## src/rtl/frame_capture_if.sv

```systemverilog
// Pixel stream plus frame-memory write port shared by the capture engine and its environment.
// master drives the stream and sinks writes; slave is the capture engine.
interface frame_capture_if #(
    parameter int PIX_W  = 8,
    parameter int CH     = 1,
    parameter int ADDR_W = 19
);
    logic                  fval;
    logic                  lval;
    logic                  dval;
    logic [CH*PIX_W-1:0]   pix_data;
    logic [ADDR_W-1:0]     mem_addr;
    logic [CH*PIX_W-1:0]   mem_data;
    logic                  mem_we;

    modport master (
        output fval, lval, dval, pix_data,
        input  mem_addr, mem_data, mem_we
    );

    modport slave (
        input  fval, lval, dval, pix_data,
        output mem_addr, mem_data, mem_we
    );
endinterface

```

## src/rtl/frame_capture.sv

```systemverilog
// Frame capture engine: stores fval/lval/dval beats to frame memory and measures geometry.
// Optional FRAME_CAPTURE_SUM_EN adds a frame_sum output (sum of stored pixels).
//
// state      | meaning
// -----------+-------------------------------------------------------
// S_IDLE     | not capturing; waits for arm or cont
// S_WAIT_LOW | armed; waits for fval low so no partial frame is taken
// S_WAIT_SOF | waits for fval to rise
// S_FRAME    | inside a frame, between lines
// S_LINE     | inside a line, accepting beats on dval
module frame_capture #(
    parameter int PIX_W  = 8,
    parameter int CH     = 1,
    parameter int MAX_W  = 640,
    parameter int MAX_H  = 480,
    parameter int ADDR_W = 19
) (
    input  logic               clk,
    input  logic               rst,
    frame_capture_if.slave     bus,
    input  logic               arm,
    input  logic               cont,
    output logic               busy,
    output logic               frame_done,
    output logic [15:0]        meas_width,
    output logic [15:0]        meas_height,
    output logic               err_len,
    output logic               err_ovf
`ifdef FRAME_CAPTURE_SUM_EN
    ,
    output logic [31:0]        frame_sum
`endif
);

    localparam logic [2:0] S_IDLE     = 3'd0;
    localparam logic [2:0] S_WAIT_LOW = 3'd1;
    localparam logic [2:0] S_WAIT_SOF = 3'd2;
    localparam logic [2:0] S_FRAME    = 3'd3;
    localparam logic [2:0] S_LINE     = 3'd4;

    localparam logic [15:0]       BEATS     = 16'(MAX_W / CH);
    localparam logic [15:0]       LINES     = 16'(MAX_H);
    localparam logic [15:0]       CH_W      = 16'(CH);
    localparam logic [ADDR_W-1:0] LINE_STEP = ADDR_W'(MAX_W / CH);

    logic [2:0]        state;
    logic [2:0]        state_nxt;
    logic [2:0]        eof_state;
    logic [15:0]       beat_cnt;
    logic [15:0]       line_cnt;
    logic [15:0]       first_beats;
    logic [ADDR_W-1:0] line_base;

    logic start_cap;
    logic sof;
    logic in_frame;
    logic eof;
    logic beat_acc;
    logic line_close;
    logic in_range;
    logic do_write;

    always_comb begin
        start_cap  = (state == S_IDLE) && (arm || cont);
        sof        = (state == S_WAIT_SOF) && bus.fval;
        in_frame   = (state == S_FRAME) || (state == S_LINE);
        eof        = in_frame && !bus.fval;
        // A beat arriving together with lval's rising edge is taken in S_FRAME as beat 0.
        beat_acc   = in_frame && bus.fval && bus.lval && bus.dval;
        line_close = (state == S_LINE) && !(bus.fval && bus.lval);
        in_range   = (beat_cnt < BEATS) && (line_cnt < LINES);
        do_write   = beat_acc && in_range;
        eof_state  = cont ? S_WAIT_SOF : S_IDLE;

        state_nxt = state;
        case (state)
            S_IDLE:     if (arm || cont) state_nxt = S_WAIT_LOW;
            S_WAIT_LOW: if (!bus.fval) state_nxt = S_WAIT_SOF;
            S_WAIT_SOF: if (bus.fval) state_nxt = S_FRAME;
            S_FRAME: begin
                if (!bus.fval)     state_nxt = eof_state;
                else if (bus.lval) state_nxt = S_LINE;
            end
            S_LINE: begin
                if (!bus.fval)      state_nxt = eof_state;
                else if (!bus.lval) state_nxt = S_FRAME;
            end
            default:    state_nxt = S_IDLE;
        endcase
    end

    always_ff @(posedge clk or posedge rst) begin
        if (rst) begin
            state        <= S_IDLE;
            busy         <= 1'b0;
            frame_done   <= 1'b0;
            bus.mem_we   <= 1'b0;
            bus.mem_addr <= '0;
            bus.mem_data <= '0;
        end else begin
            state      <= state_nxt;
            busy       <= (state_nxt == S_WAIT_SOF) || (state_nxt == S_FRAME) ||
                          (state_nxt == S_LINE);
            frame_done <= eof;
            bus.mem_we <= do_write;
            if (do_write) begin
                bus.mem_addr <= line_base + ADDR_W'(beat_cnt);
                bus.mem_data <= bus.pix_data;
            end
        end
    end

    // Counters saturate so an oversized frame can never wrap back into the stored window.
    always_ff @(posedge clk or posedge rst) begin
        if (rst) begin
            beat_cnt  <= '0;
            line_cnt  <= '0;
            line_base <= '0;
        end else begin
            if (sof || line_close)
                beat_cnt <= '0;
            else if (beat_acc && (beat_cnt != 16'hFFFF))
                beat_cnt <= beat_cnt + 16'd1;

            if (sof) begin
                line_cnt  <= '0;
                line_base <= '0;
            end else if (line_close) begin
                if (line_cnt != 16'hFFFF)
                    line_cnt <= line_cnt + 16'd1;
                line_base <= line_base + LINE_STEP;
            end
        end
    end

    always_ff @(posedge clk or posedge rst) begin
        if (rst) begin
            meas_width  <= '0;
            meas_height <= '0;
            first_beats <= '0;
            err_len     <= 1'b0;
            err_ovf     <= 1'b0;
        end else if (start_cap || sof) begin
            meas_width  <= '0;
            meas_height <= '0;
            first_beats <= '0;
            err_len     <= 1'b0;
            err_ovf     <= 1'b0;
        end else begin
            if (beat_acc && !in_range)
                err_ovf <= 1'b1;
            if (line_close) begin
                if (line_cnt == 16'd0) begin
                    meas_width  <= beat_cnt * CH_W;
                    first_beats <= beat_cnt;
                end else if (beat_cnt != first_beats) begin
                    err_len <= 1'b1;
                end
                if (meas_height != 16'hFFFF)
                    meas_height <= meas_height + 16'd1;
            end
        end
    end

`ifdef FRAME_CAPTURE_SUM_EN
    logic [31:0] beat_sum;

    always_comb begin
        beat_sum = '0;
        for (int c = 0; c < CH; c++)
            beat_sum = beat_sum + 32'(bus.pix_data[c*PIX_W +: PIX_W]);
    end

    always_ff @(posedge clk or posedge rst) begin
        if (rst)
            frame_sum <= '0;
        else if (start_cap || sof)
            frame_sum <= '0;
        else if (do_write)
            frame_sum <= frame_sum + beat_sum;
    end
`endif

endmodule

```

## src/flat_wrapper.sv

```systemverilog
// flat-port wrapper written by rule: the top's interface ports become plain ports
module frame_capture_flat 
#(
    parameter int PIX_W  = 8,
    parameter int CH     = 1,
    parameter int MAX_W  = 640,
    parameter int MAX_H  = 480,
    parameter int ADDR_W = 19
)
  (clk, rst, arm, cont, busy, frame_done, meas_width, meas_height, err_len, err_ovf, bus_fval, bus_lval, bus_dval, bus_pix_data, bus_mem_addr, bus_mem_data, bus_mem_we);
  frame_capture_if #(.PIX_W(PIX_W), .CH(CH), .ADDR_W(ADDR_W)) bus_i ();
  input  logic clk;
  input  logic rst;
  input  logic arm;
  input  logic cont;
  output logic busy;
  output logic frame_done;
  output logic [15:0] meas_width;
  output logic [15:0] meas_height;
  output logic err_len;
  output logic err_ovf;
  input wire logic [$bits(bus_i.fval)-1:0] bus_fval;
  input wire logic [$bits(bus_i.lval)-1:0] bus_lval;
  input wire logic [$bits(bus_i.dval)-1:0] bus_dval;
  input wire logic [$bits(bus_i.pix_data)-1:0] bus_pix_data;
  output wire logic [$bits(bus_i.mem_addr)-1:0] bus_mem_addr;
  output wire logic [$bits(bus_i.mem_data)-1:0] bus_mem_data;
  output wire logic [$bits(bus_i.mem_we)-1:0] bus_mem_we;
  assign bus_i.fval = bus_fval;
  assign bus_i.lval = bus_lval;
  assign bus_i.dval = bus_dval;
  assign bus_i.pix_data = bus_pix_data;
  assign bus_mem_addr = bus_i.mem_addr;
  assign bus_mem_data = bus_i.mem_data;
  assign bus_mem_we = bus_i.mem_we;
  frame_capture #(.PIX_W(PIX_W), .CH(CH), .MAX_W(MAX_W), .MAX_H(MAX_H), .ADDR_W(ADDR_W)) u_core (.clk(clk), .rst(rst), .bus(bus_i), .arm(arm), .cont(cont), .busy(busy), .frame_done(frame_done), .meas_width(meas_width), .meas_height(meas_height), .err_len(err_len), .err_ovf(err_ovf));
endmodule
```

## config.mk

```make
export PLATFORM = sky130hd
export DESIGN_NAME = frame_capture_flat
export DESIGN_NICKNAME = d
export VERILOG_FILES = /design/src/rtl/frame_capture_if.sv /design/src/rtl/frame_capture.sv /design/src/flat_wrapper.sv
export SDC_FILE = /design/constraint.sdc
export NUM_CORES = 1
export LEC_CHECK = 0
export BUFFER_PORTS_ARGS = -buffer_cell sky130_fd_sc_hd__buf_2
export CAP_MARGIN = 10
export CORE_MARGIN = 4
export CORE_UTILIZATION = 25
export CTS_CLUSTER_DIAMETER = 60
export DETAILED_ROUTE_END_ITERATION = 10
export GPL_TIMING_DRIVEN = 0
export HOLD_SLACK_MARGIN = 0.05
export MAX_ROUTING_LAYER = met4
export PLACE_DENSITY = 0.52
export SETUP_SLACK_MARGIN = 0.3
export SLEW_MARGIN = 15
export SYNTH_ARGS = -nofsm -noshare
export SYNTH_HDL_FRONTEND = slang
export SYNTH_SLANG_ARGS = --single-unit
```

## constraint.sdc

```tcl
create_clock -name clk -period 4.3 [get_ports clk]
set_clock_uncertainty 0.1 [all_clocks]
set_input_delay 0.215 -clock clk [delete_from_list [all_inputs] [get_ports clk]]
set_output_delay 0.215 -clock clk [all_outputs]
set_load 0.1 [all_outputs]
```

==> results.ini <==
[outcome]
outcome = complete, no violations

[critical_path]
end_kind = register
cp_slowest_stage_delay_ns = 0.57
start_kind = register
worstPathMaxFanout = 10
path_cells = buf_4 -> nor3b_2 -> o211ai_2 -> nor3_2 -> buf_2 -> mux2_1
reg2reg_depth = 6
cp.arrival_ns = 2.80
worst_path_max_delay_cell = nor3_2
worstSetupPathType = register to register
worstPathRequired_ns = 4.45

[pwr]
ir_drop_uv = 289
switching_power_mw = 1.53
p_leak_nw = 3.26
power.total_mw = 3.43
clockPowerShare_pct = 25.8
swShare_pct = 44.7
internal_power_mw = 1.89
pwr-share-comb_pct = 37.9
powerDensity_nw_per_um2 = 473
p_seq_share_pct = 36.3

[global_route]
gr-usage-met3_pct = 3.08
grt_pass1_wl_um = 26000
groute.layer.met1.usage_pct = 17.8
antenna_found_initial = 0
grt_pass1_vias = 4724
grt_max_degree = 71
grt.busiest_layer = met2
grt_usage_pct = 12.4
met2_usage_pct = 18.1
grt_overflow = 0

[layout]
antennaDiodeCount = 0
final_design_area_no_fill_sq_um = 7250
final_nets = 746
final_cells = 1040
area_delta_synth_final_pct = 20.1
drive_gt1_share_pct = 18.2

[logic_synthesis]
synth_edf_count = 0
ys_warn_count = 0
synth.avg_cell_area_sq_um = 9.76
ys_types = 58
synthArstFlopShare_pct = 100
synth-seq-cells = 111
yosysSeqAreaShare_pct = 46.1
syn_nets = 647
syn-cell-area_sq_um = 6030
ys.flop_type = dfrtp_1
synthCells = 618

[detailed_routing]
vias = 4908
viasPerCell = 4.72
firstDrtPassIters = 4
drt_iter0_drc = 226
wl_per_cell_um = 15.1
drc = 0
finalWirelength_um = 15800
drtAntennaViolNets = 0

[clock_network]
htreeDepth = 3
insertion_delay_ns = 0.36
cts_root_buf = clkbuf_16
cts_tree = done
clk_pin_slew_ns = 0.07
cts_buffers = 9
cts.sinks = 111
post_cts_buffers = 0
clock_path_buffers = 2

[sta]
fmax_mhz = 377
worst_slack_ns = 1.65
hold_viol_final = 0
finalMaxSlewViolations = 0
finalSetupViolations = 0
min_period_over_period_pct = 61.7
tightest_slew_ns = 0.910
relSlewSlack_pct = 38.9
rsz0062_at_grt = false
fin_crit_ns = 2.65

[die]
core_area_sq_um = 23600
rows = 56
fp.dieH_um = 163
die_area_sq_um = 26700
io_pins = 79
die_w_um = 163
initial_core_util_pct = 25.5

[hold_path]
min_path_type = input port to register
hold_depth = 2

[place]
hpwl_um = 11400
dpl-instance-area_sq_um = 6850
portBuffers = 78
numPlacedInstances = 1016
dpl_worst_slack_ns = 1.58
gp_routability_congestion = 0.786

[job]
drv_cap = 0

-- power by group through the flow --
stage               clock network (mW)  logic (mW)  registers, mW
floorplan                            0       0.422           1.87
CTS                              0.922        1.32           1.25
global placement                     0        1.30           1.27
detailed placement                   0        1.31           1.27
finish                           0.885        1.30           1.24
global route                     0.953        1.39           1.26
-- worst paths after layout --
kind,from,slack (ns),to
worst max-delay path,u_core.state[1]$_DFF_PP0_,1.65,u_core.bus.mem_data[6]$_DFFE_PP0P_
worst min-delay path,bus_fval,0.1,u_core.frame_done$_DFF_PP0_
worst max register to register,u_core.state[1]$_DFF_PP0_,1.65,u_core.bus.mem_data[6]$_DFFE_PP0P_
worst min register to register,u_core.bus.mem_addr[9]$_DFFE_PP0P_,0.38,u_core.bus.mem_addr[9]$_DFFE_PP0P_
max in group asynchronous,rst,3.10,u_core.bus.mem_data[0]$_DFFE_PP0P_
min in group asynchronous,rst,0.31,u_core.meas_height[1]$_DFFE_PP0P_
-- cell type report --
cell class	count	area [sq um]
Buffer	36	170
Clock buffer	10	239
Clock inverter	5	63.8
Fill cell	2489	16400
Inverter	15	61.3
Multi-Input combinational cell	456	3030
Sequential cell	111	2780
Tap cell	319	399
Timing Repair Buffer	88	508
-- per-layer routing --
layer,vias to the layer above,routed length (um)
li1,2439,-
met1,2342,8010
met2,110,6860
met3,17,701
met4,0,186
met5,-,0
-- cell usage in the layout (no fill, tap or decap), types with 13 or more instances in the layout --
| cell type | n |
|---|---|
| inv_1 | 14 |
| buf_2 | 82 |
| xnor2_1 | 36 |
| dfrtp_1 | 111 |
| o21ai_0 | 33 |
| mux2_1 | 20 |
| nand2_1 | 61 |
| clkbuf_1 | 24 |
| or4_1 | 13 |
| nor4_1 | 16 |
| xor2_1 | 18 |
| nand3_1 | 26 |
| a21oi_1 | 30 |
| nand4_1 | 19 |
| ha_1 | 14 |
| o31ai_1 | 14 |
| nor2_1 | 53 |
-- synthesized netlist by cell type, types with 5 or more instances --
cell	n	area share, %
nor2_1	53	3.3
or3_1	11	1.1
buf_4	8	1.0
a21oi_1	30	2.5
ha_1	14	2.9
mux2_1	20	3.7
xor2_1	18	2.6
clkbuf_1	24	1.5
nor4_2	7	1.5
o31ai_1	14	1.7
dfrtp_1	111	46
nor4_1	16	1.7
and4_1	7	1.0
nand4_1	19	2.0
xnor2_1	36	5.2
a211oi_1	5	0.62
nand2_1	61	3.8
or4_1	13	1.6
nand3_1	26	2.2
inv_1	15	0.93
nor3_1	11	0.91
o21ai_0	33	2.7
-- worst max-delay path: cells and delay by family (launching register included) --
family	cells	cell delay, ns
compound gates	1	0.28
buf+inv	2	0.54
flops	1	0.42
mux	1	0.34
simple gates	2	0.87
-- registers in the layout (all words and copies together), names as in the netlist, 3 cells and up --
name / flops
u_core.meas_height: 16
u_core.bus.mem_data: 8
u_core.line_base: 12
u_core.beat_cnt: 16
u_core.meas_width: 16
u_core.bus.mem_addr: 19
u_core.state: 3
u_core.line_cnt: 16
-- cell families (layout without fill, tap and decap cells) --
| logic type | count (synthesis) | count (layout) | share of synthesized area (%) |
|---|---|---|---|
| compound gates | 109 | 109 | 11.4 |
| fa+ha+maj | 14 | 14 | 2.90 |
| mux | 25 | 25 | 4.63 |
| buf+inv | 51 | 154 | 3.76 |
| simple gates | 254 | 254 | 23.4 |
| xor+xnor | 54 | 54 | 7.84 |
| flops | 111 | 111 | 46.1 |
-- timing repair --
item / in CTS / in global routing
endpoints found under the hold margin: 49 / 0
endpoints found under the setup margin: 0 / 0
gates resized for setup: 0 / 0
hold buffers: 9 / 0
-- per-stage QoR --
step                setup TNS, ns  hold slack [ns]  util (%)
floorplan                       0            0.181         -
global placement           -70.17            0.336      28.9
detailed placement              0            0.171      29.0
CTS                             0           0.0953      30.7
global route                    0            0.130      30.7
finish                          0           0.0956      30.7
No activity file was read; power rests on OpenSTA's default activity.
